### src/rtl/chan_mux_arb_if.sv
// Handshake bundle between the producers/consumer and chan_mux_arb.
interface chan_mux_arb_if #(
  parameter int WIDTH    = 8,
  parameter int CHANNELS = 4,
  parameter int SELW     = $clog2(CHANNELS)
);
  logic                      mode;
  logic [SELW-1:0]           sel;
  logic [CHANNELS*WIDTH-1:0] in_data;
  logic [CHANNELS-1:0]       in_valid;
  logic [CHANNELS-1:0]       in_ready;
  logic [WIDTH-1:0]          out_data;
  logic                      out_valid;
  logic                      out_ready;
  logic [SELW-1:0]           out_chan;

  // Producer/consumer side
  modport master (output mode, sel, in_data, in_valid, out_ready,
                  input  in_ready, out_data, out_valid, out_chan);

  // Mux side
  modport slave  (input  mode, sel, in_data, in_valid, out_ready,
                  output in_ready, out_data, out_valid, out_chan);
endinterface

### src/rtl/chan_mux_arb.sv
// N-channel registered mux with fixed-select or round-robin arbitration.
// One output register with a full flag; a new word may load on the same
// edge the held word drains, so throughput is one word per cycle.
module chan_mux_arb #(
  parameter int WIDTH    = 8,
  parameter int CHANNELS = 4
) (
  input  logic          clk,
  input  logic          rst_n,
  chan_mux_arb_if.slave bus
);
  localparam int              SELW = $clog2(CHANNELS);
  localparam logic [SELW-1:0] LAST = SELW'(CHANNELS - 1);

  logic [SELW-1:0]     r_ptr;
  logic                r_out_valid;
  logic [WIDTH-1:0]    r_out_data;
  logic [SELW-1:0]     r_out_chan;

  logic                w_can_load;
  logic                w_grant_vld;
  logic [SELW-1:0]     w_grant;
  logic [CHANNELS-1:0] w_in_ready;
  logic [WIDTH-1:0]    w_grant_data;
  logic                w_xfer;

  assign w_can_load = !r_out_valid || bus.out_ready;

  // Grant: the selected channel in fixed mode, else first valid channel from r_ptr
  always_comb begin : grant_sel
    int idx;
    w_grant_vld = 1'b0;
    w_grant     = '0;
    idx         = 0;
    if (!bus.mode) begin
      for (int i = 0; i < CHANNELS; i++) begin
        if (bus.sel == SELW'(i) && bus.in_valid[i]) begin
          w_grant_vld = 1'b1;
          w_grant     = SELW'(i);
        end
      end
    end else begin
      for (int k = 0; k < CHANNELS; k++) begin
        // r_ptr is always below CHANNELS, so one subtraction wraps the scan
        idx = int'(r_ptr) + k;
        if (idx >= CHANNELS) idx = idx - CHANNELS;
        if (!w_grant_vld && bus.in_valid[idx]) begin
          w_grant_vld = 1'b1;
          w_grant     = SELW'(idx);
        end
      end
    end
  end

  // One-hot accept toward the granted channel (silent in reset) and its data
  always_comb begin
    w_in_ready   = '0;
    w_grant_data = '0;
    for (int i = 0; i < CHANNELS; i++) begin
      if (w_grant == SELW'(i)) begin
        w_in_ready[i] = rst_n && w_can_load && w_grant_vld;
        w_grant_data  = bus.in_data[i*WIDTH +: WIDTH];
      end
    end
  end

  assign w_xfer = |(w_in_ready & bus.in_valid);

  // Output register, full flag and round-robin pointer (pointer wraps modulo CHANNELS)
  always_ff @(posedge clk) begin
    if (!rst_n) begin
      r_out_valid <= 1'b0;
      r_out_data  <= '0;
      r_out_chan  <= '0;
      r_ptr       <= '0;
    end else if (w_xfer) begin
      r_out_valid <= 1'b1;
      r_out_data  <= w_grant_data;
      r_out_chan  <= w_grant;
      r_ptr       <= (w_grant == LAST) ? '0 : w_grant + 1'b1;
    end else if (bus.out_ready) begin
      r_out_valid <= 1'b0;
    end
  end

  assign bus.in_ready  = w_in_ready;
  assign bus.out_data  = r_out_data;
  assign bus.out_valid = r_out_valid;
  assign bus.out_chan  = r_out_chan;
endmodule
### src/flat_wrapper.sv
// flat-port wrapper written by rule: the top's interface ports become plain ports
module chan_mux_arb_flat 
#(
  parameter int WIDTH    = 8,
  parameter int CHANNELS = 4
)
  (clk, rst_n, bus_mode, bus_sel, bus_in_data, bus_in_valid, bus_out_ready, bus_in_ready, bus_out_data, bus_out_valid, bus_out_chan);
  chan_mux_arb_if #(.WIDTH(WIDTH), .CHANNELS(CHANNELS)) bus_i ();
  input  logic clk;
  input  logic rst_n;
  input wire logic [$bits(bus_i.mode)-1:0] bus_mode;
  input wire logic [$bits(bus_i.sel)-1:0] bus_sel;
  input wire logic [$bits(bus_i.in_data)-1:0] bus_in_data;
  input wire logic [$bits(bus_i.in_valid)-1:0] bus_in_valid;
  input wire logic [$bits(bus_i.out_ready)-1:0] bus_out_ready;
  output wire logic [$bits(bus_i.in_ready)-1:0] bus_in_ready;
  output wire logic [$bits(bus_i.out_data)-1:0] bus_out_data;
  output wire logic [$bits(bus_i.out_valid)-1:0] bus_out_valid;
  output wire logic [$bits(bus_i.out_chan)-1:0] bus_out_chan;
  assign bus_i.mode = bus_mode;
  assign bus_i.sel = bus_sel;
  assign bus_i.in_data = bus_in_data;
  assign bus_i.in_valid = bus_in_valid;
  assign bus_i.out_ready = bus_out_ready;
  assign bus_in_ready = bus_i.in_ready;
  assign bus_out_data = bus_i.out_data;
  assign bus_out_valid = bus_i.out_valid;
  assign bus_out_chan = bus_i.out_chan;
  chan_mux_arb #(.WIDTH(WIDTH), .CHANNELS(CHANNELS)) u_core (.clk(clk), .rst_n(rst_n), .bus(bus_i));
endmodule
### config.mk
export PLATFORM = sky130hd
export DESIGN_NAME = chan_mux_arb_flat
export DESIGN_NICKNAME = d
export VERILOG_FILES = /design/src/rtl/chan_mux_arb_if.sv /design/src/rtl/chan_mux_arb.sv /design/src/flat_wrapper.sv
export SDC_FILE = /design/constraint.sdc
export NUM_CORES = 1
export LEC_CHECK = 0
export ABC_CLOCK_PERIOD_IN_PS = 6850
export CORE_MARGIN = 10
export CORE_UTILIZATION = 40
export DETAILED_ROUTE_END_ITERATION = 8
export PLACE_DENSITY = 0.84
export SYNTH_ARGS = -nofsm -noshare
export SYNTH_HDL_FRONTEND = slang
export SYNTH_SLANG_ARGS = --single-unit
### constraint.sdc
create_clock -name clk -period 6.85 [get_ports clk]
set_input_delay 1.0275 -clock clk [delete_from_list [all_inputs] [get_ports clk]]
set_output_delay 1.0275 -clock clk [all_outputs]
set_load 0.02 [all_outputs]
; ---- Word level (Yosys, flattened, before mapping)
; Cells that the tools add are included.
[word_totals]
register_bits = 13
inputBits = 42
out_inout_bits = 15
word_cells = 96
[classes]
addsub = 8
n_lt_le_gt_ge = 8
n_eq_ne = 6
mux = 51
bitwise = 1
n_reduce_logical = 18
[op_table]
columns = op, n
row1 = two-way mux 32 bit, 8
row2 = < comparator 32 x 4 -> 1 bit (second input constant), 4
row3 = >= comparator 32 x 4 -> 1 bit (second input constant), 3
row4 = subtractor 32 x 4 -> 32 bit (second input constant), 3
row5 = two-way mux 8 bit, 4
row6 = two-way mux 1 bit, 27
row7 = two-way mux 2 bit, 8
row8 = logical AND 1 bit, 9
row9 = binary-select mux 1 bit (select 2 bit), 4
row10 = == test 2 bit (second input constant), 4
row11 = adder 2 x 2 -> 3 bit (second input constant), 2
row12 = bitwise AND 4 bit, 1
row13 = == test 2 x 1 -> 1 bit (second input constant), 2
row14 = zero test 1 bit, 4
row15 = zero test 2 bit, 2
row16 = OR reduction 4 bit, 1
row17 = subtractor 2 x 3 -> 4 bit (second input constant), 1
row18 = adder 2 x 1 -> 3 bit (second input constant), 1
row19 = >= comparator 2 x 3 -> 1 bit (second input constant), 1
row20 = adder 2 x 1 -> 2 bit (second input constant), 1
row21 = nonzero test 2 bit, 1
row22 = logical OR 1 bit, 1

; ---- Depth between registers and ports, before layout
; Gate-level depths: netlist of run 1.
[logic_depth]
ltp_word = 25
mapped_depth = 13
depth_no_buf = 11

; ---- Least setup slack after synthesis of run 1
; Ideal clock, no wire load.
[synth_timing]
path_kind = input to output
startpoint = input port bus_in_valid[0]
endpoint = output port bus_in_ready[3]
arrival_ns = 2.643
required_time_ns = 5.822
setup_slack_ns = 3.180
stages = 9
path_buffers = 2
path_cell_list = nand2_1 -> o21ai_0 -> a221oi_1 -> a31oi_1 -> inv_1 -> ha_1 -> clkbuf_2 -> clkbuf_1 -> and2_1
[synth_via]
elab_chain_len = 19
elab_cells_between_ends = 39
cone_classes = eq/ne: 1 / mux: 30 / reduce/logical: 8
[synth_rtl]
columns = element, line
row1 = from (decl), flat_wrapper.sv:14  ; input wire logic [$bits(bus_i.in_valid)-1:0] bus_in_valid;
row2 = binary-select mux 1 bit (select 2 bit), chan_mux_arb.sv:47  ; if (!w_grant_vld && bus.in_valid[idx]) begin
row3 = two-way mux 1 bit (not written as such) (2 in series), chan_mux_arb.sv:47
row4 = two-way mux 1 bit, chan_mux_arb.sv:47
row5 = two-way mux 1 bit, chan_mux_arb.sv:35  ; if (!bus.mode) begin
row6 = zero test 1 bit, chan_mux_arb.sv:47
row7 = logical AND 1 bit, chan_mux_arb.sv:47
row8 = two-way mux 1 bit, chan_mux_arb.sv:47
row9 = two-way mux 1 bit, chan_mux_arb.sv:35
row10 = [3 not listed], n/a
row11 = two-way mux 1 bit, chan_mux_arb.sv:35
row12 = zero test 1 bit, chan_mux_arb.sv:47
row13 = logical AND 1 bit, chan_mux_arb.sv:47
row14 = two-way mux 2 bit *, chan_mux_arb.sv:47
row15 = two-way mux 2 bit *, chan_mux_arb.sv:35
row16 = net u_core.w_grant[0], chan_mux_arb.sv:22  ; logic [SELW-1:0] w_grant;
row17 = == test 2 bit *, chan_mux_arb.sv:60  ; if (w_grant == SELW'(i)) begin
row18 = two-way mux 1 bit *, chan_mux_arb.sv:60
row19 = to (decl), flat_wrapper.sv:16  ; output wire logic [$bits(bus_i.in_ready)-1:0] bus_in_ready;
; Mark *: on every way through the listed nets, which the timed path passes. The rest lies on a longest branch. The select of a mux whose other input is x is not followed.

; ---- Worst setup path after layout of run 1
[layout_timing]
startpoint = input port bus_in_valid[1]
endpoint = output port bus_in_ready[3]
[layout_via]
elab_chain_len = 19
elab_cells_between_ends = 41
cone_classes = eq/ne: 1 / mux: 32 / reduce/logical: 8
[layout_rtl]
columns = element, line
row1 = binary-select mux 1 bit (select 2 bit), chan_mux_arb.sv:47
row2 = two-way mux 1 bit (not written as such) (2 in series), chan_mux_arb.sv:47
row3 = two-way mux 1 bit, chan_mux_arb.sv:47
row4 = two-way mux 1 bit, chan_mux_arb.sv:35
row5 = zero test 1 bit, chan_mux_arb.sv:47
row6 = logical AND 1 bit, chan_mux_arb.sv:47
row7 = two-way mux 1 bit, chan_mux_arb.sv:47
row8 = two-way mux 1 bit, chan_mux_arb.sv:35
row9 = [3 not listed], n/a
row10 = two-way mux 1 bit, chan_mux_arb.sv:35
row11 = zero test 1 bit, chan_mux_arb.sv:47
row12 = logical AND 1 bit, chan_mux_arb.sv:47
row13 = two-way mux 2 bit, chan_mux_arb.sv:47
row14 = two-way mux 2 bit *, chan_mux_arb.sv:35
row15 = net u_core.w_grant[0], chan_mux_arb.sv:22
row16 = == test 2 bit *, chan_mux_arb.sv:60
row17 = two-way mux 1 bit *, chan_mux_arb.sv:60
; Marked as above.

==> results of run 1 <==
==> area by class of cell <==
class                           count  share of cell area [%]
Clock buffer                        4                    1.69
Inverter                            5                    1.20
Multi-Input combinational cell     99                    42.2
Sequential cell                    13                    16.7
Tap cell                           28                    2.25
Timing Repair Buffer               56                    36.0
==> flip-flops by register name, indices dropped and copies added, names as in the netlist <==
signal	count
u_core.bus.out_data	8
u_core.bus.out_chan	2
u_core.r_ptr	2
u_core.bus.out_valid	1
==> where the power goes <==
group	switching, mW	total (mW)	internal (mW)
Sequential	0.00704	0.0950	0.0880
Clock	0.0227	0.0453	0.0226
Combinational	0.0752	0.151	0.0759
Total	0.105	0.291	0.186
==> path summary, 6_finish.rpt <==
kind / start / end / cells after the start
worst max-delay path: bus_in_valid[1] / bus_in_ready[3] / 8
worst max register to register: u_core.r_ptr[0] / u_core.r_ptr[1] / 11
worst min-delay path: u_core.bus.out_data[5] / u_core.bus.out_data[5] / 2
worst min register to register: u_core.bus.out_data[5] / u_core.bus.out_data[5] / 2
==> per-stage QoR <==
| step | setup WS, ps | area (µm²) | power (mW) | hold slack (ps) | util (%) |
|---|---|---|---|---|---|
| 2_1_floorplan | 3180 | 982 | 0.184 | 533 | - |
| 4_1_cts | 1970 | 1560 | 0.295 | 466 | 68.5 |
| 5_1_grt | 1760 | 1560 | 0.313 | 489 | 68.5 |
| 3_5_place_dp | 1980 | 1530 | 0.248 | 456 | 67.3 |
| 3_3_place_gp | 2070 | 1530 | 0.247 | 451 | 67.3 |
| 6_report | 1960 | 1560 | 0.291 | 463 | 68.5 |
==> worst register-to-register path, stage by stage (launching register included) <==
cell and delay (ps):
dfxtp_1 320, inv_1 110, o21ai_0 100, a221oi_1 410, a31oi_1 220, inv_1 120, ha_1 530, a22oi_1 150
nand2_1 160, nand4b_2 440, and3_1 370, a31o_2 200
==> synthesized netlist by cell type (all sizes together) <==
master / count / area (µm²)
o211ai: 2 / 15.0
ha: 4 / 50.1
a221oi: 8 / 70.1
mux2i: 2 / 20.0
nand3: 9 / 45.0
o211a: 1 / 10.0
buf: 2 / 16.3
nor2b: 10 / 62.6
clkbuf: 7 / 28.8
nand4b: 1 / 15.0
nor4: 1 / 12.5
mux2: 1 / 11.3
a21boi: 1 / 7.51
nand2b: 5 / 31.3
a22oi: 4 / 35.0
a21o: 1 / 7.51
o21ai: 10 / 50.0
and2: 4 / 25.0
nor2: 1 / 3.75
inv: 5 / 18.8
nand2: 7 / 26.3
nor3: 7 / 35.0
a311oi: 1 / 15.0
nor3b: 1 / 7.51
a31o: 1 / 8.76
o21a: 1 / 7.51
dfxtp: 13 / 260
a31oi: 1 / 6.26
and3: 1 / 6.26
a21oi: 13 / 65.1
and3b: 1 / 8.76
==> metal layers <==
metal  share of wire [%]  GRT usage (%)
met3                 7.6           5.28
met5                   0              0
met1                  50           17.0
met4                   0          0.665
met2                  42           18.8
==> kinds of logic after synthesis <==
family                   share of synthesized area [%]
AO/OA/AOI/OAI                                     30.3
adder cells (fa/ha/maj)                           5.10
buffers and inverters                             6.50
flip-flops                                        26.5
multiplexers                                      3.18
AND/OR/NAND/NOR                                   28.4
==> cells in the final DEF (no fill, tap or decap), types with 4 or more instances in the layout <==
master and n:
inv_1 5, nand3_1 9, nand2b_1 5, dfxtp_1 13, nor2b_1 10, ha_1 4
nand2_1 7, o21ai_0 7, nor3_1 7, and2_1 4, a221oi_1 8, a21oi_1 13
clkdlybuf4s50_1 56
==> impl_metrics.toml, run 1 <==
[outcome]
status = "completed"

[cells_and_area]
fillCellCount = 197
area_growth_pct = 58.7
final_layout_size_suffix_gt1_share_pct = 5.08
diodes = 0
nNetsFinal = 224
layout.area.seq_um2 = 260
multi_input_area_um2 = 658
stdcell_count = 205

[timing]
max-slew-margin-rel_pct = 61.3
skew_ps = 1.48
timing_hold_violations_final = 0
maxSlewViolCount = 0
rsz0062_at_grt = "false"
setup_violations = 0
fin_crit_ps = 4890
finalSetupTns_ps = 0
fmax_mhz = 205
worstMarginPinSlew_ps = 581
fin_crit_sh_pct = 71.4

[min_path]
hold_class = "reg2reg"

[clocking]
postCtsSetupBuffers = 0
cts_resized = 0
hold_buffers = 0
cts_buffer_depth = 2
cts_num_sinks = 13
cts_made_buffers = 3
cts_tree = "built"
h-tree-depth = 1
clk_pin_slew_ps = 70
cts_root_buffer = "clkbuf_4"
worstSkewPairLatency_ps = 270

[synthesis]
synth_area_um2 = 982
yosys_register_bits = 13
yosysSeqAreaShare_pct = 26.5
synth_cells = 126
synth_cell_types = 35
yosysWarningCount = 0
syn-num-nets = 172
avgSynthCellArea_um2 = 7.80

[worst_setup_path]
path_class = "in2out"
required_ps = 5820
crit_buf_inv = 3
crit_family = "buffers and inverters"
arrival_ps = 3860
critPathSlowestCell = "clkdlybuf4s50_1"
crit_path_end_kind = "output port"
startpoint_type = "input pin"
path_cells = "clkdlybuf4s50_1 > o21ai_0 > a221oi_1 > a31oi_1 > inv_1 > ha_1 > and2_1 > clkdlybuf4s50_1"
critPathMaxFanout = 18
slowest_delay_ps = 620
cpMostUsedCell = "clkdlybuf4s50_1"
r2r_setup_slack_ps = 3620

[die]
ioPinCount = 57
start_util_pct = 43.2
coreArea_mm2 = 0.00228
die_area_mm2 = 0.00484
die_w_um = 69.6
die_y_um = 69.6
row_count = 17

[detailed_routing]
viasPerCell = 5.38
drc = 0
finalWirelength_um = 3220
post_drt_wl_per_cell_um = 15.7
drtPass1Iterations = 4
postRouteAntennaNets = 0
first_iter_violations = 69
vias = 1102

[place]
dp_cells = 201
dpl.hpwl_um = 2560
port_buffers = 56
place.gp.congestion = 0.880

[global_route]
grt_antenna_before_repair = 0
grt_pass1_vias = 1053
grt_first_pass_wirelength_um = 5190
grt_usage_pct = 12.6
grt_max_degree = 23
gr-total-overflow = 0

[power]
irDropWorstVdd_mv = 0.171
p_leak_nw = 0.592
p_per_area_mw_per_mm2 = 187

[flow_run]
drv_cap = 0
Power figures use the tool's default switching activity.
==> run 2: changes to the inputs <==
ABC_CLOCK_PERIOD_IN_PS = 4670   (was 6850)
CORE_UTILIZATION = 37   (was 40)
PLACE_DENSITY = 0.79   (was 0.84)
clock period = 4.67 ns   (was 6.85 ns; I/O delays follow)
==> impl_metrics.toml, run 2 (synthesis results as in run 1) <==
[global_route]
grt_pass1_vias = 1099
grt_usage_pct = 12.8
grt_antenna_before_repair = 0
grt_max_degree = 23
grt_first_pass_wirelength_um = 5420
gr-total-overflow = 0

[clocking]
postCtsSetupBuffers = 0
cts_tree = "built"
cts_resized = 0
h-tree-depth = 1
worstSkewPairLatency_ps = 270
hold_buffers = 0
cts_num_sinks = 13
clk_pin_slew_ps = 70
cts_buffer_depth = 2
cts_made_buffers = 3
cts_root_buffer = "clkbuf_4"

[place]
place.gp.congestion = 0.878
port_buffers = 56
dpl.hpwl_um = 2770
placed_area_mm2 = 0.00154

[detailed_routing]
vias = 1151
postRouteAntennaNets = 0
viasPerCell = 5.53
post_drt_wl_per_cell_um = 16.4
drtPass1Iterations = 4
drc = 0
first_iter_violations = 89
finalWirelength_um = 3410

[die]
die_y_um = 71.5
start_util_pct = 39.3
coreArea_mm2 = 0.00250
die_w_um = 71.5
ioPinCount = 57
row_count = 18
die_area_mm2 = 0.00512

[timing]
finalSetupTns_ps = 0
timing_hold_violations_final = 0
skew_ps = 1.71
fin_crit_ps = 4130
fin_crit_sh_pct = 88.4
maxSlewViolCount = 0
fmax_mhz = 242
worstMarginPinSlew_ps = 519
max-slew-margin-rel_pct = 65.3
setup_violations = 0
rsz0062_at_grt = "false"

[power]
p_per_area_mw_per_mm2 = 274
irDropWorstVdd_mv = 0.265
p_leak_nw = 0.597

[worst_setup_path]
slowest_delay_ps = 630
crit_path_end_kind = "output port"
reg2reg_to = "u_core.r_ptr[1]"
r2r_cells = 11
critical_path_depth = 8
cpMostUsedCell = "clkdlybuf4s50_1"
crit_buf_inv = 3
crit_start = "bus_in_valid[1]"
startpoint_type = "input pin"
arrival_ps = 3430
r2r_setup_slack_ps = 1570
endpoint = "bus_in_ready[1]"
crit_family = "buffers and inverters"
r2r_start = "u_core.r_ptr[0]"
path_cells = "clkdlybuf4s50_1 > o21ai_0 > a221oi_1 > a31oi_1 > inv_1 > ha_1 > and2_1 > clkdlybuf4s50_1"
critPathMaxFanout = 12
path_class = "in2out"
required_ps = 3970
critPathSlowestCell = "clkdlybuf4s50_1"

[cells_and_area]
largest_reg_flops = 8
multi_input_area_um2 = 658
final_common_cell = "clkdlybuf4s50_1"
final_core_util_pct = 62.8
layout.area.seq_um2 = 260
final_layout_size_suffix_gt1_share_pct = 5.62
diodes = 0
nNetsFinal = 225
mostFrequentLayoutCells = "clkdlybuf4s50_1 (56), a21oi_1 (13), dfxtp_1 (13), nor2b_1 (10), nand3_1 (9)"
fillCellCount = 226
area_growth_pct = 59.7
finish.instance_area_mm2 = 0.00157

[outcome]
status = "completed"

[min_path]
hold_class = "reg2reg"

[flow_run]
drv_cap = 0
## run 2: power by group
part | leakage, nW | switching (mW) | total [mW] | internal [mW]
combinational | 0.476 | 0.112 | 0.224 | 0.112
sequential | 0.106 | 0.0107 | 0.140 | 0.129
clock | 0.0150 | 0.0332 | 0.0663 | 0.0331
total | 0.597 | 0.156 | 0.431 | 0.274
## run 2: worst min path at each step
stage,slack [ps],endpoint,cells after the start,from
after detailed placement,460,u_core.bus.out_data[7],2,u_core.bus.out_data[7]
after global placement,450,u_core.bus.out_data[7],2,u_core.bus.out_data[7]
after floorplan,530,u_core.bus.out_chan[0],2,u_core.bus.out_chan[0]
after CTS,470,u_core.bus.out_data[7],2,u_core.bus.out_data[7]
final,470,u_core.bus.out_chan[0],2,u_core.bus.out_chan[0]
after global routing,490,u_core.bus.out_data[5],2,u_core.bus.out_data[5]
## run 2: worst reg2reg max path, cell delays in order (launching register included)
cell and delay, ps:
dfxtp_1 320, inv_1 110, o21ai_0 100, a221oi_1 430
a31oi_1 210, inv_1 120, ha_1 390, a22oi_1 120
nand2_1 150, nand4b_2 450, and3_1 380, a31o_2 200
## run 2: layout make-up
class                      count  area share [%]
clock buffer                   4            1.67
multi-input combinational     99            41.9
timing repair buffer          57            36.2
inverter                       5            1.20
sequential                    13            16.6
tap                           30            2.39
## run 2: metal layers
layer	up-vias	track usage, %	wire length, µm
met1	516	17.1	1600
met5	-	0	0
met4	0	2.80	59
met3	4	5.10	381
li1	568	-	-
met2	63	18.6	1380
## run 2: through the flow
stage          setup WS [ps]  instances  power, mW  hold WS, ps
2_1_floorplan           1650        126      0.269          533
3_3_place_gp             691        204      0.363          449
3_5_place_dp             567        204      0.367          458
4_1_cts                  557        208      0.435          469
5_1_grt                  411        208      0.465          493
6_report                 541        208      0.431          468
==> run 3: changes to the inputs <==
SKIP_LAST_GASP = 1   (was default)
==> results of run 3 <==
Final layout, timing and power as in run 2 (identical DEF).
